### src/rtl/multicycle_control.sv
// Main control FSM for the multicycle MIPS datapath: sequences fetch, decode,
// execute, memory and write-back, and decodes every datapath enable and select.
module multicycle_control (
  input  logic       clk,
  input  logic       reset,
  input  logic [5:0] Op,
  input  logic       MemReady,
  output logic       PCWrite,
  output logic       PCWriteCond,
  output logic       IorD,
  output logic       MemRead,
  output logic       MemWrite,
  output logic       IRWrite,
  output logic       MemtoReg,
  output logic       RegDst,
  output logic       RegWrite,
  output logic       ALUSrcA,
  output logic [1:0] ALUSrcB,
  output logic [1:0] ALUOp,
  output logic [1:0] PCSource,
  output logic       IllegalOp,
  output logic [3:0] State
);

  typedef enum logic [3:0] {
    FETCH   = 4'd0,
    DECODE  = 4'd1,
    MEMADDR = 4'd2,
    MEMRD   = 4'd3,
    MEMWB   = 4'd4,
    MEMWR   = 4'd5,
    EXEC    = 4'd6,
    RWB     = 4'd7,
    BRANCH  = 4'd8,
    JUMP    = 4'd9,
    ADDIEX  = 4'd10,
    ADDIWB  = 4'd11
  } state_t;

  localparam logic [5:0] OP_RTYPE = 6'b000000;
  localparam logic [5:0] OP_J     = 6'b000010;
  localparam logic [5:0] OP_BEQ   = 6'b000100;
  localparam logic [5:0] OP_ADDI  = 6'b001000;
  localparam logic [5:0] OP_LW    = 6'b100011;
  localparam logic [5:0] OP_SW    = 6'b101011;

  state_t state;

  // NOTE: state is sequential, so it is assigned with <= only; blocking
  // assignments here would race with every reader of state on the same edge.
  always_ff @(posedge clk or posedge reset) begin
    if (reset) begin
      state <= FETCH;
    end else begin
      case (state)
        FETCH:   if (MemReady) state <= DECODE;
        DECODE: begin
          case (Op)
            OP_LW, OP_SW: state <= MEMADDR;
            OP_RTYPE:     state <= EXEC;
            OP_BEQ:       state <= BRANCH;
            OP_J:         state <= JUMP;
            OP_ADDI:      state <= ADDIEX;
            default:      state <= FETCH;
          endcase
        end
        MEMADDR: state <= (Op == OP_SW) ? MEMWR : MEMRD;
        MEMRD:   if (MemReady) state <= MEMWB;
        MEMWB:   state <= FETCH;
        MEMWR:   if (MemReady) state <= FETCH;
        EXEC:    state <= RWB;
        RWB:     state <= FETCH;
        BRANCH:  state <= FETCH;
        JUMP:    state <= FETCH;
        ADDIEX:  state <= ADDIWB;
        ADDIWB:  state <= FETCH;
        default: state <= FETCH;
      endcase
    end
  end

  assign State = state;

  // Outputs are decoded from the state; only the fetch write pulse (MemReady)
  // and IllegalOp (Op) look at inputs. Strobes are gated by reset so nothing
  // writes while reset is held, even though State already reads FETCH.
  always_comb begin
    // NOTE: every output gets a default first so no path through the case
    // leaves one unassigned, which would infer a latch.
    PCWrite     = 1'b0;
    PCWriteCond = 1'b0;
    IorD        = 1'b0;
    MemRead     = 1'b0;
    MemWrite    = 1'b0;
    IRWrite     = 1'b0;
    MemtoReg    = 1'b0;
    RegDst      = 1'b0;
    RegWrite    = 1'b0;
    ALUSrcA     = 1'b0;
    ALUSrcB     = 2'b00;
    ALUOp       = 2'b00;
    PCSource    = 2'b00;
    IllegalOp   = 1'b0;
    case (state)
      FETCH: begin
        MemRead = ~reset;
        ALUSrcB = 2'b01;
        IRWrite = MemReady & ~reset;
        PCWrite = MemReady & ~reset;
      end
      DECODE: begin
        ALUSrcB = 2'b11;
        case (Op)
          OP_LW, OP_SW, OP_RTYPE, OP_BEQ, OP_J, OP_ADDI: IllegalOp = 1'b0;
          default:                                       IllegalOp = ~reset;
        endcase
      end
      MEMADDR: begin
        ALUSrcA = 1'b1;
        ALUSrcB = 2'b10;
      end
      MEMRD: begin
        MemRead = ~reset;
        IorD    = 1'b1;
      end
      MEMWB: begin
        RegWrite = ~reset;
        MemtoReg = 1'b1;
      end
      MEMWR: begin
        MemWrite = ~reset;
        IorD     = 1'b1;
      end
      EXEC: begin
        ALUSrcA = 1'b1;
        ALUOp   = 2'b10;
      end
      RWB: begin
        RegWrite = ~reset;
        RegDst   = 1'b1;
      end
      BRANCH: begin
        ALUSrcA     = 1'b1;
        ALUOp       = 2'b01;
        PCWriteCond = ~reset;
        PCSource    = 2'b01;
      end
      JUMP: begin
        PCWrite  = ~reset;
        PCSource = 2'b10;
      end
      ADDIEX: begin
        ALUSrcA = 1'b1;
        ALUSrcB = 2'b10;
      end
      ADDIWB: begin
        RegWrite = ~reset;
      end
      default: ;
    endcase
  end

endmodule

### config.mk
export PLATFORM = sky130hd
export DESIGN_NAME = multicycle_control
export DESIGN_NICKNAME = d
export VERILOG_FILES = /design/src/rtl/multicycle_control.sv
export SDC_FILE = /design/constraint.sdc
export NUM_CORES = 1
export LEC_CHECK = 0
export CAP_MARGIN = 5
export CORE_ASPECT_RATIO = 1.25
export CORE_MARGIN = 3
export CORE_UTILIZATION = 33
export CTS_CLUSTER_DIAMETER = 80
export DETAILED_ROUTE_END_ITERATION = 12
export PLACE_DENSITY = 0.73
export SETUP_SLACK_MARGIN = 0.4
export SKIP_CTS_REPAIR_TIMING = 1
export SYNTH_ARGS = -nofsm -noshare
export SYNTH_HDL_FRONTEND = slang
export SYNTH_SLANG_ARGS = --single-unit
### constraint.sdc
create_clock -name clk -period 1.3 [get_ports clk]
set_clock_uncertainty 0.1 [all_clocks]
set_input_delay 0.26 -clock clk [delete_from_list [all_inputs] [get_ports clk]]
set_output_delay 0.26 -clock clk [all_outputs]
set_load 0.03 [all_outputs]
==> impl_metrics.tcl <==
set metrics [dict create \
    status "finished, violations left" \
    violations "negative setup slack" \
    p_leak_nw 0.6382 \
    dp_cells 144 \
    path_max_fanout 7 \
    grt_antenna_before_repair 0 \
    totalWireLength_um 3722 \
    drv_slew 0 \
    clock_path_buffers 2 \
    fin_ws_ps -604.7 \
    cts_buffers 3 \
    fmax_mhz 525.0 \
    yosysSeqAreaShare_pct 18.52 \
    power_density_mw_per_mm2 2163 \
    clk_pin_slew_ps 50 \
    min_period_ps 1905 \
    pre_cts_slack_ps -716.4 \
    std_cell_rows 15 \
    syn_inst 75 \
    grt_pass1_wl_um 3670 \
    htree_levels 1 \
    fin_crit_sh_pct 146.5 \
    ctsRootBufferMaster "clkbuf_4" \
    io_buffers 29 \
    vias 979 \
    setup_tns_ps -8813 \
    grt_pass1_vias 859 \
    areaGrowthSynthToFinish_pct 160.0 \
    clock_sinks 4 \
    dieArea_mm2 0.002163 \
    cp-start-kind "register" \
    rsz0062_at_grt "yes" \
    grt_max_degree 15 \
    dp_hpwl_um 1686 \
    syn_area_um2 540.5 \
    max_slew_margin_pct 76.65 \
    cp.required_ps 940 \
    synth_top_area_cell "dfrtp_1" \
    fin_cells 153 \
    ys_ff_latch 4 \
    placed_area_mm2 0.001147 \
    initial_core_util_pct 36.92 \
    yosys_warnings 0 \
    cts_tree "built" \
    peakVddDrop_uv 1643 \
    grt_use_total_pct 21.77 \
    drt_iter0_markers 52 \
    ys_types 33 \
    die_y_um 51.25 \
    drive_above_1_share_pct 70.59 \
    antenna_left 0 \
    die_w_um 42.20 \
    maxCapViolations 0 \
    grt_remaining_overflow 0 \
    nets 147 \
    p_total_mw 3.040 \
    yosys.area.top_type_share_pct 18.52 \
    syn_avg_cell_area_um2 7.207 \
    worstSkewPairLatency_ps 260 \
    remaining_drc_errors 0 \
    setup_violations 25 \
    worstSetupEndpointType "output port" \
    fin_area_mm2 0.001405 \
    place.gp.congestion 0.8345 \
    core_region_area_mm2 0.001464 \
    path_class "reg -> out" \
    diodes 0 \
    synth_area_leaders "dfrtp_1 19%, nor3_1 6.5%, nand2b_1 5.8%" \
    io_pins 30 \
    wire_per_inst_um 24.33 \
    tightest_slew_ps 349.7 \
    firstDrtPassIters 4 \
    hold_path_class "in -> async" \
    hold_viol 0 \
    vias_per_cell 6.399 \
    final_cell_mix "28 x buf_4, 26 x buf_6, 5 x nand2_1, 5 x nor3_4, 5 x dlymetal6s2s_1" \
    arrival_ps 1540 \
    syn-num-nets 84 \
    largest_reg_flops 4 \
    final_common_cell "buf_4" \
]
[final timing paths]
| check | start | to | slack [ps] | cells past startpoint |
|---|---|---|---|---|
| setup / recovery | State[1] | MemRead | -600 | 6 |
| max in group asynchronous | reset | State[0] | 600 | 3 |
| setup reg to reg | State[3] | State[1] | -310 | 6 |
| hold reg to reg | State[3] | State[2] | 620 | 3 |
| hold / removal | reset | State[2] | 310 | 3 |
| min in group clk | Op[5] | State[0] | 460 | 4 |
[through the flow]
stage | hold slack (ps) | utilization [%]
after floorplan | -73.87 | -
after global placement | 556.6 | 78.38
after detailed placement | 557.6 | 78.38
after CTS | 326.8 | 79.91
after global routing | 336.3 | 95.98
final | 313.0 | 95.98
[area by class of cell]
type,instances,area (um^2)
Clock buffer,3,22.52
Inverter,2,7.507
Timing Repair Buffer,64,635.6
Fill cell,34,58.81
Tap cell,17,21.27
Sequential cell,4,105.1
Multi-Input combinational cell,63,613.1
[routing by layer]
layer  global-route usage [%]  part of all wire [%]  vias to the layer above
met3                    4.225                   8.0                       33
met1                    22.03                    34                      466
li1                         -                     -                      402
met4                    5.699                   7.3                        0
met5                        0                     0                        -
met2                    43.91                    51                       78
[cell families (layout without fill, tap and decap cells)]
group	Yosys count	in the layout	share of synthesized area, %
AND/OR/NAND/NOR	42	42	45.14
AO/OA/AOI/OAI	19	19	24.54
XOR/XNOR	2	2	3.241
buffers and inverters	8	69	8.566
flip-flops	4	4	18.52
[report_power, final]
| group | leakage (nW) | switching, mW | total (mW) | internal (mW) |
|---|---|---|---|---|
| registers | 0.0476 | 0.0985 | 0.275 | 0.176 |
| logic | 0.577 | 1.41 | 2.57 | 1.16 |
| clock network | 0.0138 | 0.0872 | 0.193 | 0.106 |
[cells in the mapped netlist]
library cell / count
dfrtp_1: 4
nand3_1: 2
nor4_1: 2
o211a_1: 1
nor3_1: 7
inv_1: 2
o221ai_1: 1
nor4b_2: 1
nand3b_1: 1
nor3_2: 2
nor2_1: 8
or3_1: 1
nor4b_1: 1
o21a_1: 1
nand2b_4: 1
a211oi_1: 1
a21oi_2: 1
o21ai_0: 2
o22ai_1: 1
nand2b_1: 5
or3_4: 1
buf_4: 1
buf_6: 1
o211ai_1: 3
a21oi_1: 5
buf_2: 4
o21ai_1: 1
nand2_1: 8
xor2_1: 2
a311oi_2: 1
and3_1: 1
a31oi_1: 1
nand4_1: 1
[critical path, cell delays in order, from the launching register on]
cell and delay (ps):
dfrtp_2 410, buf_4 190, inv_1 80, nand2_1 140, nand2_1 120, nor4_4 150, buf_4 200
Power figures use the tool's default switching activity.
